**config.mk**
```make
export PLATFORM = sky130hd
export DESIGN_NAME = fetch_unit
export DESIGN_NICKNAME = d
export VERILOG_FILES = /design/src/rtl/fetch_unit.sv
export SDC_FILE = /design/constraint.sdc
export NUM_CORES = 1
export LEC_CHECK = 0
export ABC_AREA = 1
export BUFFER_PORTS_ARGS = -buffer_cell sky130_fd_sc_hd__buf_4
export CORE_MARGIN = 1
export CORE_UTILIZATION = 30
export CTS_CLUSTER_SIZE = 20
export DETAILED_ROUTE_END_ITERATION = 12
export SLEW_MARGIN = 20
export SYNTH_ARGS = -nofsm -noshare
export SYNTH_HDL_FRONTEND = slang
export SYNTH_SLANG_ARGS = --single-unit
```
**constraint.sdc**
```tcl
create_clock -name CLK -period 3.5 [get_ports CLK]
set_input_delay 0.35 -clock CLK [delete_from_list [all_inputs] [get_ports CLK]]
set_output_delay 0.35 -clock CLK [all_outputs]
set_load 0.1 [all_outputs]
```
**src/rtl/fetch_unit.sv**
```systemverilog
// fetch_unit: instruction prefetcher with credit-limited memory requests, in-order
// response queue and redirect handling that discards responses from stale requests.
module fetch_unit #(
    parameter int                    DATA_WIDTH = 32,
    parameter int                    DEPTH      = 4,
    parameter logic [DATA_WIDTH-1:0] RESET_PC   = '0
) (
    input  logic                  CLK,
    input  logic                  RST,
    input  logic                  redirect_valid,
    input  logic [DATA_WIDTH-1:0] redirect_pc,
    output logic                  mem_req,
    output logic [DATA_WIDTH-1:0] mem_addr,
    input  logic                  mem_gnt,
    input  logic                  mem_rvalid,
    input  logic [DATA_WIDTH-1:0] mem_rdata,
    output logic                  instr_valid,
    output logic [DATA_WIDTH-1:0] instr,
    output logic [DATA_WIDTH-1:0] instr_pc,
    input  logic                  instr_ready
);
    localparam int AW = $clog2(DEPTH);
    localparam int CW = $clog2(DEPTH + 1);
    localparam logic [CW:0] DEPTH_W = (CW + 1)'(DEPTH);
    localparam logic [DATA_WIDTH-1:0] STEP = DATA_WIDTH'(4);

    logic [DATA_WIDTH-1:0] fetch_pc_q, fetch_pc_d, resp_pc_q, resp_pc_d, redirect_al;
    logic [CW-1:0]         outst_q, outst_d, disc_q, disc_d, count_q, count_d;
    logic [AW-1:0]         wr_q, wr_d, rd_q, rd_d;
    logic [DATA_WIDTH-1:0] fifo_pc_q [DEPTH];
    logic [DATA_WIDTH-1:0] fifo_pc_d [DEPTH];
    logic [DATA_WIDTH-1:0] fifo_ins_q [DEPTH];
    logic [DATA_WIDTH-1:0] fifo_ins_d [DEPTH];
    logic                  grant, push, pop;

    assign redirect_al = {redirect_pc[DATA_WIDTH-1:2], 2'b00};
    // Queued entries plus in-flight requests never exceed DEPTH, so a response always has room.
    assign mem_req     = RST && !redirect_valid && (({1'b0, count_q} + {1'b0, outst_q}) < DEPTH_W);
    assign mem_addr    = fetch_pc_q;
    assign instr_valid = count_q != '0;
    assign instr       = instr_valid ? fifo_ins_q[rd_q] : '0;
    assign instr_pc    = instr_valid ? fifo_pc_q[rd_q] : '0;

    always_comb begin
        grant      = mem_req && mem_gnt;
        push       = mem_rvalid && disc_q == '0;
        pop        = instr_valid && instr_ready;
        fetch_pc_d = grant ? fetch_pc_q + STEP : fetch_pc_q;
        resp_pc_d  = push ? resp_pc_q + STEP : resp_pc_q;
        outst_d    = outst_q + CW'(grant) - CW'(mem_rvalid);
        disc_d     = (mem_rvalid && !push) ? disc_q - CW'(1) : disc_q;
        wr_d       = push ? wr_q + AW'(1) : wr_q;
        rd_d       = pop ? rd_q + AW'(1) : rd_q;
        count_d    = count_q + CW'(push) - CW'(pop);
        fifo_pc_d  = fifo_pc_q;
        fifo_ins_d = fifo_ins_q;
        if (push) begin
            fifo_pc_d[wr_q]  = resp_pc_q;
            fifo_ins_d[wr_q] = mem_rdata;
        end
        // Everything still in flight after this cycle belongs to the old stream.
        if (redirect_valid) begin
            fetch_pc_d = redirect_al;
            resp_pc_d  = redirect_al;
            disc_d     = outst_d;
            wr_d       = '0;
            rd_d       = '0;
            count_d    = '0;
        end
    end

    always_ff @(posedge CLK or negedge RST) begin
        if (!RST) begin
            fetch_pc_q <= RESET_PC;
            resp_pc_q  <= RESET_PC;
            outst_q    <= '0;
            disc_q     <= '0;
            count_q    <= '0;
            wr_q       <= '0;
            rd_q       <= '0;
            fifo_pc_q  <= '{default: '0};
            fifo_ins_q <= '{default: '0};
        end else begin
            fetch_pc_q <= fetch_pc_d;
            resp_pc_q  <= resp_pc_d;
            outst_q    <= outst_d;
            disc_q     <= disc_d;
            count_q    <= count_d;
            wr_q       <= wr_d;
            rd_q       <= rd_d;
            fifo_pc_q  <= fifo_pc_d;
            fifo_ins_q <= fifo_ins_d;
        end
    end
endmodule
```
* Word level (Yosys, flattened, before mapping)
Cells that the tools add are included.
** Word-level totals
- Register bits :: 333
- Bits of input ports :: 70
- Output and inout bits :: 98
- Word-level logic and storage cells :: 69
** Operators by class
- $add $sub $neg :: 10
- Magnitude comparators :: 4
- Muxes and demuxes :: 23
- Bitwise gates (word level) :: 2
- Reduce and logical (&&, ||, !) cells :: 15
** Operator list (count)
- $mux W32 :: 11
- $bwmux W128 :: 2
- $bmux W32 S2 :: 2
- $add A32 B3 Y32 const B :: 2
- $demux W32 S2 :: 1
- $mux W3 :: 3
- $mux W2 :: 4
- $reduce_bool A2 Y1 :: 4
- $logic_and A1 B1 Y1 :: 7
- $add A3 B1 Y3 :: 2
- $ge A3 B3 Y1 const B :: 2
- $not A2 Y3 :: 2
- $sub A3 B1 Y3 :: 2
- $add A2 B1 Y2 const B :: 2
- $add A3 B3 Y4 :: 1
- $lt A4 B3 Y1 const B :: 1
- $logic_not A3 Y1 :: 1
- $lt A3 B1 Y1 const B :: 1
- $reduce_bool A3 Y1 :: 1
- $sub A3 B1 Y3 const B :: 1
- $logic_not A1 Y1 :: 2

* Depth between registers and ports, before layout
Gate-level depths: netlist of the first run.
- Depth in word-level cells :: 7
- Depth in mapped cells :: 15
- Gate-level depth less buffers :: 14

* Worst setup path after synthesis of the first run
Ideal clock, no wire load.
- Path type :: register to register
- Start point :: register outst_q[2]
- End point :: register disc_q[2]
- Library setup time :: 0.082 ns
- Arrival :: 3.401 ns
- Data required time :: 3.418 ns
- Setup slack :: 0.017 ns
- Cell stages (with the launch flop) :: 16
- Buffers on the path :: 1
- Period minus slack after synthesis :: 3.483 ns
- Path through :: dfrtp_1 -> ha_1 -> nor2_1 -> nand2_1 -> nor2_2 -> nand2_2 -> buf_4 -> ha_1 -> inv_1 -> ha_1 -> fa_1 -> xnor2_1 -> nand2_1 -> nand2_1 -> nand2_1 -> a31oi_1
** Between the ends
- Longest elaborated chain between the ends :: 7
** RTL lines
- from (decl) :: RTL line 28 : logic [CW-1:0] outst_q, outst_d, disc_q, disc_d, count_q, count_d;
- from (signal assigned) :: RTL line 86 : outst_q <= outst_d;
- $add A3 B3 Y4 :: RTL line 38 : assign mem_req = RST && !redirect_valid && (({1'b0, count_q} + {1'b0, outst_q}) < DEPTH_W);
- $lt A4 B3 Y1 :: RTL line 38
- $logic_and A1 B1 Y1 :: RTL line 38
- via mem_req :: RTL line 12 : output logic mem_req,
- $logic_and A1 B1 Y1 :: RTL line 45 : grant = mem_req && mem_gnt;
- $add A3 B1 Y3 :: RTL line 50 : outst_d = outst_q + CW'(grant) - CW'(mem_rvalid);
- $sub A3 B1 Y3 :: RTL line 50
- via outst_d[2] :: RTL line 28
- $mux W3 :: RTL line 62 : if (redirect_valid) begin
- to (signal assigned) :: RTL line 87 : disc_q <= disc_d;
- to (decl) :: RTL line 28
The timed path passes the listed nets, and every way through them passes these cells.
A chain may end at the register's enable or synchronous reset.

* Worst setup path after layout of the first run
- Start point :: register rd_q[1]
- End point :: output port instr_pc[23]
** Between the ends
- Longest elaborated chain between the ends :: 5
** RTL lines
- from (decl) :: RTL line 29 : logic [AW-1:0] wr_q, wr_d, rd_q, rd_d;
- from (signal assigned) :: RTL line 90 : rd_q <= rd_d;
- $not A2 Y3 (implied by the code) :: RTL line 42 : assign instr_pc = instr_valid ? fifo_pc_q[rd_q] : '0;
- $bmux W32 S2 :: RTL line 42
- $mux W32 (implied by the code) (2 in series) :: RTL line 42
- $mux W32 :: RTL line 42
- to (decl) :: RTL line 19 : output logic [DATA_WIDTH-1:0] instr_pc,
No other way between the ends. The select of a mux whose other input is x is not followed.

==> impl_results.md, run 1 <==
* Reg area at 8040 um^2
* Area delta synth->final at 18.0%
* Sequential area share after synthesis at 48.2%
* Max-slew headroom at 32.7%
* CTS hold repair buffers at 2
* First-pass GRT wire length at roughly 76000 um
* Setup TNS Final at 0 ns
* Avg WL per Cell at roughly 16 um
* Reg2reg end: disc_q[2]$_DFFE_PN0P_
* Status: finished clean
* Die width at about 240 um
* Final min period at ~3.1 ns
* CP max FO at 31
* N_diodes at 0
* Worst setup path start: rd_q[1]$_DFFE_PN0P_
* Vias in the first global route at between 10000 and 15000
* Worst Setup EP: instr_pc[23]
* Reg-to-reg startpoint: outst_q[2]$_DFF_PN0_
* Period utilization at between 80% and 90%
* Area of the multi-input gates at between 7000 and 8000 um^2
* Clock-pin slew on the worst setup and hold paths at 0.06 ns
* H-tree levels at 2
* Skew-Pair Late Insertion Delay at approximately 0.54 ns
* Total GRT Usage at 17.0%
* TritonCTS buffer count at 38
* Largest net degree at the start of global routing at roughly 130
* 1st-pass router iterations at 7
* Final net count at about 2200
* Rows at 86
* Non-filler cells, final at 2884
* Cell Area, Synth at roughly 17000 um^2
* Total power draw at approximately 19 mW
* WP data arrival at 2.78 ns
* Synth area leaders: dfrtp_1 (48%), nand2_1 (10%), o21ai_0 (7.4%)
* HP Class: input port to register
* YS warnings at 0
* Main synth FF type: dfrtp_1
* Setup Skew at approximately 0.0077 ns
* Post-DRT Antenna Nets at 0
* Vias at approximately 14000
* Peak VDD IR at 0.556 mV
* Yosys top cell area share at approximately half
* RSZ-0062 raised after global routing: false
* I/O Pins at around 170
* FMAX at 319 MHz
* Top-count cell post-synth: nand2_1
* Hpwl dp at ~30000 um
* Synth cell count leaders: nand2_1 (458), dfrtp_1 (321), o21ai_0 (246)
* Worst Tran Pin Value at 1.01 ns
* Distinct cells, synth at 42
* Reg2Reg Setup Slack at slightly above 0.9 ns
* Clock sinks at 321
* Power Density at 971 nW/um^2
* WS Path Type: register to primary output
* Die area at roughly 57000 um^2
* Core Region at approximately 55000 um^2
* CTS root buffer: clkbuf_16
* Synthesized area per cell at between 8 and 9 um^2
* Reg2Reg Depth at 14
* Synth Instances at 1994
* First DRT Iteration DRCs at 869
* Fillers at approximately 5600
* DRT Wirelength at roughly 47000 um
* Max-slew violation count at 0
* Gpl congestion at between 0.8 and 0.9
* Setup Viol. Count Final at 0
* Post-synth EDFFs at 0
* Async SR Flop Fraction at 100%
* Crit path capture type: primary output
* Initial antenna violation count at 0
* CTS tree: yes
* Port bufs at 161
* Die Y at approximately 240 um
* CP startpoint kind: register
* Yosys reg bits at ~320
* DRC violations left at 0
* Worst EP required at ~3.2 ns
* DR vias/cell at approximately 4.8
* Final Hold Fails at 0
* Synth area leader: dfrtp_1
* Layout cells sized above 1 at 16.7%
* Postcts setup bufs at 0
* CTS resizes at 0
* CTS max path bufs at 3
* Dpl cells at 2817
* Max cap viols at 0
* Initial Utilization at a little under a third
* Global route total overflow at 0
* P_leak at between 9 and 10 nW
* Hold_sp: mem_rdata[18]
-- through the flow --
step           utilization (%)  setup WS, ns  hold slack, ns  instance area, um^2
6_report                  35.8         0.365          0.0417                19700
5_1_grt                   35.8         0.189          0.0294                19700
4_1_cts                   35.8         0.301         0.00230                19700
3_5_place_dp              33.4         0.899           0.237                18400
3_3_place_gp              33.4         0.880           0.235                18400
2_1_floorplan                -        0.0168          0.0544                16700
-- critical path: stages (launching register included) --
cell and delay [ns]:
dfrtp_2 0.36, clkinv_2 0.53, buf_4 0.45, a21oi_1 0.12, o21ai_0 0.09, a21oi_1 0.31
buf_4 0.36
-- per-layer routing --
layer	global-route usage, %	wire [um]	share of wire (%)	vias up
met3	3.27	2930	6.2	68
met5	0	0	0	-
met4	4.75	896	1.9	0
met1	23.2	21900	46	6718
met2	27.3	21700	46	368
li1	-	-	-	6693
-- where the power goes --
group	switching, mW	internal (mW)	total, mW
Combinational	7.41	2.21	9.61
Sequential	0.618	4.79	5.40
Clock	1.60	2.49	4.09
-- kinds of logic after synthesis --
| logic type | after synthesis | synth area share (%) |
|---|---|---|
| and+or+nand+nor | 668 | 16.7 |
| AOI/OAI and AO/OA | 540 | 17.2 |
| buffers and inverters | 355 | 9.76 |
| DFF | 321 | 48.2 |
| muxes | 80 | 6.12 |
| adders and majority gates | 16 | 1.29 |
| xor gates and xnor gates | 13 | 0.683 |
| other | 1 | 0.0225 |
-- flip-flops by register name, indices dropped and copies added, names as in the netlist --
register and flops:
count_q 3, disc_q 3, fifo_ins_q 128, fifo_pc_q 120, mem_addr 30, outst_q 3
rd_q 2, resp_pc_q 30, wr_q 2
-- placed cells by master, fill, tap and decap left out, drive strengths merged, types with 12 or more instances in the layout --
| master | n |
|---|---|
| o21ai | 279 |
| a21oi | 193 |
| nor2 | 98 |
| buf | 187 |
| nand2 | 463 |
| ha | 14 |
| mux2 | 80 |
| o21a | 44 |
| nand3 | 96 |
| dfrtp | 321 |
| clkbuf | 53 |
| o211ai | 12 |
| inv | 237 |
-- cell type report --
type	count	area share, %
clock buffers	53	5.80
clock inverters	12	0.731
inverters	240	4.60
multi-input cells	1321	35.7
flip-flops and latches	321	40.8
well taps	748	4.75
repair buffers	189	7.59
-- worst min-delay path by stage --
stage / endpoint / depth (start not counted)
global placement: fifo_pc_q[71]$_DFFE_PN0P_ / 1
finish: fifo_ins_q[50]$_DFFE_PN0P_ / 3
floorplan: count_q[0]$_DFF_PN0_ / 0
global route: fifo_ins_q[53]$_DFFE_PN0P_ / 3
CTS: fifo_ins_q[33]$_DFFE_PN0P_ / 3
detailed placement: fifo_pc_q[108]$_DFFE_PN0P_ / 1
(Power assumes the default switching activity.)
==> run 2, diff against run 1 <==
PLACE_DENSITY_LB_ADDON = 0.08   (was not set)
==> impl_results.md, run 2 (synthesis results as in run 1) <==
* Core Region at 55000 um^2 (unchanged)
* Layout cells sized above 1 at 17.0% (+0.25 points)
* CTS root buffer: clkbuf_16
* Biggest register: fifo_ins_q
* Vias at 13800 (-0.52%)
* CTS tree: yes
* Routed wl met2 at 22800 um (+5.1%)
* Vias in the first global route at 13800 (+0.91%)
* Postcts setup bufs at 0 (unchanged)
* CP startpoint kind: register
* WS Path Type: register to primary output
* CTS max path bufs at 3 (unchanged)
* Clk pwr share at 23.6% (+2.2 points)
* RSZ-0062 raised after global routing: false
* CP delay by family, top: buffers and inverters
* Initial antenna violation count at 0 (unchanged)
* FMAX at 335 MHz (+4.9%)
* M1 WL at 24800 um (+13%)
* Max cap viols at 0 (unchanged)
* Crit path top cell by count: buf_4
* Peak VDD IR at 0.763 mV (+37%)
* Slowest cell on the critical path: inv_4
* Area delta synth->final at 20.7%
* Worst EP required at 3.15 ns (about the same)
* Total power draw at 19.7 mW (+3.1%)
* WP buf/inv at 3 (unchanged)
* Total GRT Usage at 18.5% (+1.5 points)
* Crit path capture type: primary output
* Rows at 86 (unchanged)
* Worst Tran Pin Value at 0.905 ns (-0.104 ns)
* Setup Skew at 0.0213 ns (+0.0136 ns)
* Internal at 9.95 mW (+4.9%)
* CTS hold repair buffers at 18 (+16)
* Switching pwr at 9.75 mW (+1.3%)
* First DRT Iteration DRCs at 889 (+2.3%)
* Crit path largest cell delay at 0.55 ns (+0.02 ns)
* Clock-pin slew on the worst setup and hold paths at 0.05 ns (about the same)
* Reg area at 8040 um^2 (unchanged)
* Clock sinks at 321 (unchanged)
* Setup Viol. Count Final at 0 (unchanged)
* Period utilization at 85.4% (-4.2 points)
* Die Y at 238 um (unchanged)
* Sequential Power Share at 27.4% (-0.9 points)
* CTS resizes at 0 (unchanged)
* Hpwl dp at 31700 um (+4.4%)
* Most common cell after layout, fill and taps aside: nand2_1
* Switching share of power at 49.5% (-0.88 points)
* DRT Wirelength at 51000 um (+7.4%)
* Die width at 238 um (unchanged)
* Met3 wire length at 2150 um (-27%)
* H-tree levels at 2 (unchanged)
* Final min period at 2.99 ns (-0.146 ns)
* Final Hold Fails at 0 (unchanged)
* 1st-pass router iterations at 5 (-2)
* Most frequent cells in the layout: nand2_1 (458), dfrtp_1 (319), o21ai_0 (246), inv_1 (232), a21oi_1 (193)
* N_diodes at 0 (unchanged)
* Worst path cell trace: inv_4 > buf_4 > o21ai_0 > a21oi_1 > buf_4
* Gpl congestion at 0.838 (-6.4%)
* Max-slew violation count at 0 (unchanged)
* Setup TNS Final at 0 ns (unchanged)
* Largest net degree at the start of global routing at 136 (+1.5%)
* Avg WL per Cell at 17.5 um (+6.4%)
* Initial Utilization at 30.3% (unchanged)
* I/O Pins at 168 (unchanged)
* Final net count at 2217 (+0.91%)
* Area of the multi-input gates at 7030 um^2 (unchanged)
* Port bufs at 161 (unchanged)
* Top sig layer: met4
* Post-DRT Antenna Nets at 0 (unchanged)
* Fillers at 5742 (+2.9%)
* WHS at 0.0398 ns (-0.00181 ns)
* DRC violations left at 0 (unchanged)
* Skew-Pair Late Insertion Delay at 0.56 ns (+0.02 ns)
* Post-Route Utilization at 36.6% (+0.81 points)
* WP data arrival at 2.64 ns (-0.14 ns)
* Power share of the combinational group at 49.0% (-1.3 points)
* TritonCTS buffer count at 42 (+11%)
* Largest register FFs at 128 (unchanged)
* DR vias/cell at 4.73 (-1.5%)
* Global route total overflow at 0 (unchanged)
* Max-slew headroom at 39.6% (+6.9 points)
* Die area at 56500 um^2 (unchanged)
* Status: finished clean
* P_leak at 9.38 nW (+2.1%)
* Biggest regs: fifo_ins_q x128, fifo_pc_q x120
* CP max FO at 63 (+100%)
* Power Density at 979 nW/um^2 (+0.84%)
* First-pass GRT wire length at 80800 um (+6.1%)
* HP Class: input port to register
## run 2: worst min-delay path, delay by kind of cell
family	cells	cell delay [ns]
buffers and inverters	1	0.10
AO/OA/AOI/OAI	1	0.06
AND/OR/NAND/NOR	1	0.05
## run 2: worst paths after layout
path                                       startpoint                          to  slack, ns  cells after the start
hold / removal                           mem_rdata[8]  fifo_ins_q[40]$_DFFE_PN0P_       0.04                      3
hold reg to reg            fifo_pc_q[121]$_DFFE_PN0P_  fifo_pc_q[121]$_DFFE_PN0P_       0.48                      1
max in group asynchronous                         RST   fifo_pc_q[25]$_DFFE_PN0P_       1.62                      4
min in group asynchronous                         RST  fifo_ins_q[90]$_DFFE_PN0P_       0.24                      2
setup / recovery                  rd_q[0]$_DFFE_PN0P_                   instr[31]       0.51                      5
setup reg to reg                 outst_q[2]$_DFF_PN0_       disc_q[2]$_DFFE_PN0P_       0.62                     14
## run 2: through the flow
stage	cell area (um^2)	worst slack (ns)	cells
floorplan	16700	0.0168	1997
global placement	18400	0.609	2816
detailed placement	18400	0.601	2816
CTS	20100	0.464	2911
global route	20100	0.323	2912
finish	20100	0.512	2912
## run 2: routing by layer
metal  vias up  track usage [%]
met5         -                0
met4         0             5.12
met3        70             3.23
met2       259             29.2
met1      6693             25.8
li1       6753                -
## run 2: power by group through the flow
stage / Sequential (mW) / Combinational [mW] / Clock (mW)
4_1_cts: 5.41 / 9.77 / 4.80
5_1_grt: 5.55 / 10.3 / 4.95
2_1_floorplan: 5.71 / 7.10 / 0
3_3_place_gp: 5.44 / 9.67 / 0
6_report: 5.40 / 9.65 / 4.65
3_5_place_dp: 5.46 / 9.72 / 0
## run 2: layout make-up
class | count | area share (%)
clock inverter | 12 | 0.951
inverter | 240 | 4.50
multi-input combinational | 1321 | 34.9
clock buffer | 65 | 6.50
sequential | 321 | 39.9
timing repair buffer | 205 | 8.56
tap | 748 | 4.65
==> run 3, diff against run 2 <==
BUFFER_PORTS_ARGS = not set   (was -buffer_cell sky130_fd_sc_hd__buf_4)
DONT_BUFFER_PORTS = 1   (was not set)
==> impl_results.md, run 3 (synthesis results as in run 1) <==
* First DRT Iteration DRCs at 657 (-26%)
* Vias at 13600 (-1.5%)
* H-tree levels at 2 (unchanged)
* Global route total overflow at 0 (unchanged)
* Final net count at 2167 (-2.3%)
* Setup TNS Final at 0 ns (unchanged)
* Rows at 86 (unchanged)
* DRT Wirelength at 50600 um (-0.73%)
* Total power draw at 21.0 mW (+6.8%)
* Worst Tran Pin Value at 0.967 ns (+0.0618 ns)
* Most common cell after layout, fill and taps aside: nand2_1
* Clock-pin slew on the worst setup and hold paths at 0.06 ns (about the same)
* Largest register FFs at 128 (unchanged)
* HP Class: input port to async pin
* Area delta synth->final at 23.3%
* Power Density at 1020 nW/um^2 (+4.6%)
* Routed wl met2 at 23400 um (+2.5%)
* Skew-Pair Late Insertion Delay at 0.56 ns (about the same)
* CTS root buffer: clkbuf_16
* CTS max path bufs at 3 (unchanged)
* CP max FO at 37 (-41%)
* RSZ-0062 raised after global routing: false
* Dpl cells at 2744 (-2.6%)
* Largest net degree at the start of global routing at 323 (+140%)
* DRC violations left at 0 (unchanged)
* Vias in the first global route at 13600 (-1.7%)
* M1 WL at 23800 um (-3.9%)
* Peak VDD IR at 0.654 mV (-14%)
* FMAX at 333 MHz (-0.63%)
* Layout cells sized above 1 at 16.4% (-0.60 points)
* CP startpoint kind: register
* Setup WS pre-CTS at 0.603 ns (+0.00246 ns)
* Initial Utilization at 30.3% (unchanged)
* Crit path capture type: primary output
* Biggest register: fifo_ins_q
* Max-slew violation count at 0 (unchanged)
* Worst EP required at 3.15 ns (about the same)
* Gpl congestion at 0.808 (-3.6%)
* CTS tree: yes
* Non-filler cells, final at 2857 (-1.9%)
* Avg WL per Cell at 17.7 um (+1.2%)
* Port bufs at 0 (-100%)
* DR vias/cell at 4.75 (+0.43%)
* Max-slew headroom at 35.6% (-4.0 points)
* Failing checks: negative hold slack
* Final min period at 3.01 ns (+0.0190 ns)
* Top sig layer: met4
* Period utilization at 85.9% (+0.54 points)
* Clock sinks at 321 (unchanged)
* WP data arrival at 2.66 ns (+0.02 ns)
* Postcts setup bufs at 0 (unchanged)
* Max cap viols at 0 (unchanged)
* Die Y at 238 um (unchanged)
* Met3 wire length at 2320 um (+7.9%)
* Core Region at 55000 um^2 (unchanged)
* 1st-pass router iterations at 5 (unchanged)
* Post-DRT Antenna Nets at 0 (unchanged)
* Initial antenna violation count at 1 (+1)
* WS Path Type: register to primary output
* Final Hold Fails at 321 (+321)
* WHS at -0.499 ns (-0.539 ns)
* I/O Pins at 168 (unchanged)
* Die width at 238 um (unchanged)
* CTS hold repair buffers at 42 (+24)
* Most frequent cells in the layout: nand2_1 (458), dfrtp_1 (319), o21ai_0 (246), inv_1 (232), a21oi_1 (131)
* Hpwl dp at 31300 um (-1.1%)
* TritonCTS buffer count at 41 (-2.4%)
* Die area at 56500 um^2 (unchanged)
* First-pass GRT wire length at 80200 um (-0.79%)
* P_leak at 9.24 nW (-1.5%)
* CTS resizes at 0 (unchanged)
* Status: complete, but fails checks
* Biggest regs: fifo_ins_q x128, fifo_pc_q x120
* Post-route setup slack at 0.493 ns (-0.0190 ns)
* Setup Viol. Count Final at 0 (unchanged)
* Reg2Reg Setup Slack at 0.58 ns (-0.04 ns)
* Total GRT Usage at 18.3% (-0.12 points)
* Setup Skew at 0.0213 ns (+0.0000321 ns)
* N_diodes at 0 (unchanged)
-- run 3: cell types whose count changed in the layout (fill, tap and decap cells not counted), sizes merged --
cell | before | now
dlygate4sd3 | 18 | 42
clkinv | 7 | 8
bufinv | 5 | 2
clkinvlp | 1 | 0
buf | 187 | 114
clkbuf | 65 | 61
inv | 239 | 240
-- run 3: critical path: stages, from the launching register on --
cell     delay, ns
dfrtp_2       0.65
inv_2         0.25
buf_4         0.38
a21oi_1       0.18
o21ai_0       0.12
a21oi_2       0.29
buf_12        0.22
-- run 3: layout make-up --
cell class | count | area, um^2
clock buffer | 61 | 1180
clock inverter | 10 | 111
fill | 5678 | 34400
inverter | 240 | 908
multi-input combinational | 1321 | 7270
sequential | 321 | 8040
tap | 748 | 936
timing repair buffer | 156 | 2110
-- run 3: per-stage QoR --
| step | util [%] | cell area [um^2] |
|---|---|---|
| floorplan | - | 16700 |
| global placement | 34.3 | 18800 |
| detailed placement | 34.3 | 18800 |
| CTS | 37.4 | 20600 |
| global route | 37.4 | 20600 |
| finish | 37.4 | 20600 |
-- run 3: worst paths after layout --
check | start | endpoint | cells after the start
setup / recovery | rd_q[1]$_DFFE_PN0P_ | instr_pc[15] | 6
hold / removal | RST | fifo_ins_q[93]$_DFFE_PN0P_ | 0
min in group CLK | mem_rvalid | resp_pc_q[8]$_DFFE_PN0N_ | 3
max in group asynchronous | RST | rd_q[0]$_DFFE_PN0P_ | 0
setup reg to reg | outst_q[2]$_DFF_PN0_ | disc_q[2]$_DFFE_PN0P_ | 14
hold reg to reg | fifo_pc_q[119]$_DFFE_PN0P_ | fifo_pc_q[119]$_DFFE_PN0P_ | 1
-- run 3: metal layers --
layer	global-route usage, %	vias up
li1	-	6645
met5	0	-
met2	29.8	261
met1	24.9	6593
met4	4.85	0
met3	3.48	74
-- run 3: where the power goes --
| part | total [mW] | internal [mW] | switching, mW |
|---|---|---|---|
| Combinational | 11.5 | 3.67 | 7.86 |
| Clock | 4.15 | 2.47 | 1.68 |
| Sequential | 5.36 | 4.78 | 0.579 |
| Total | 21.0 | 10.9 | 10.1 |
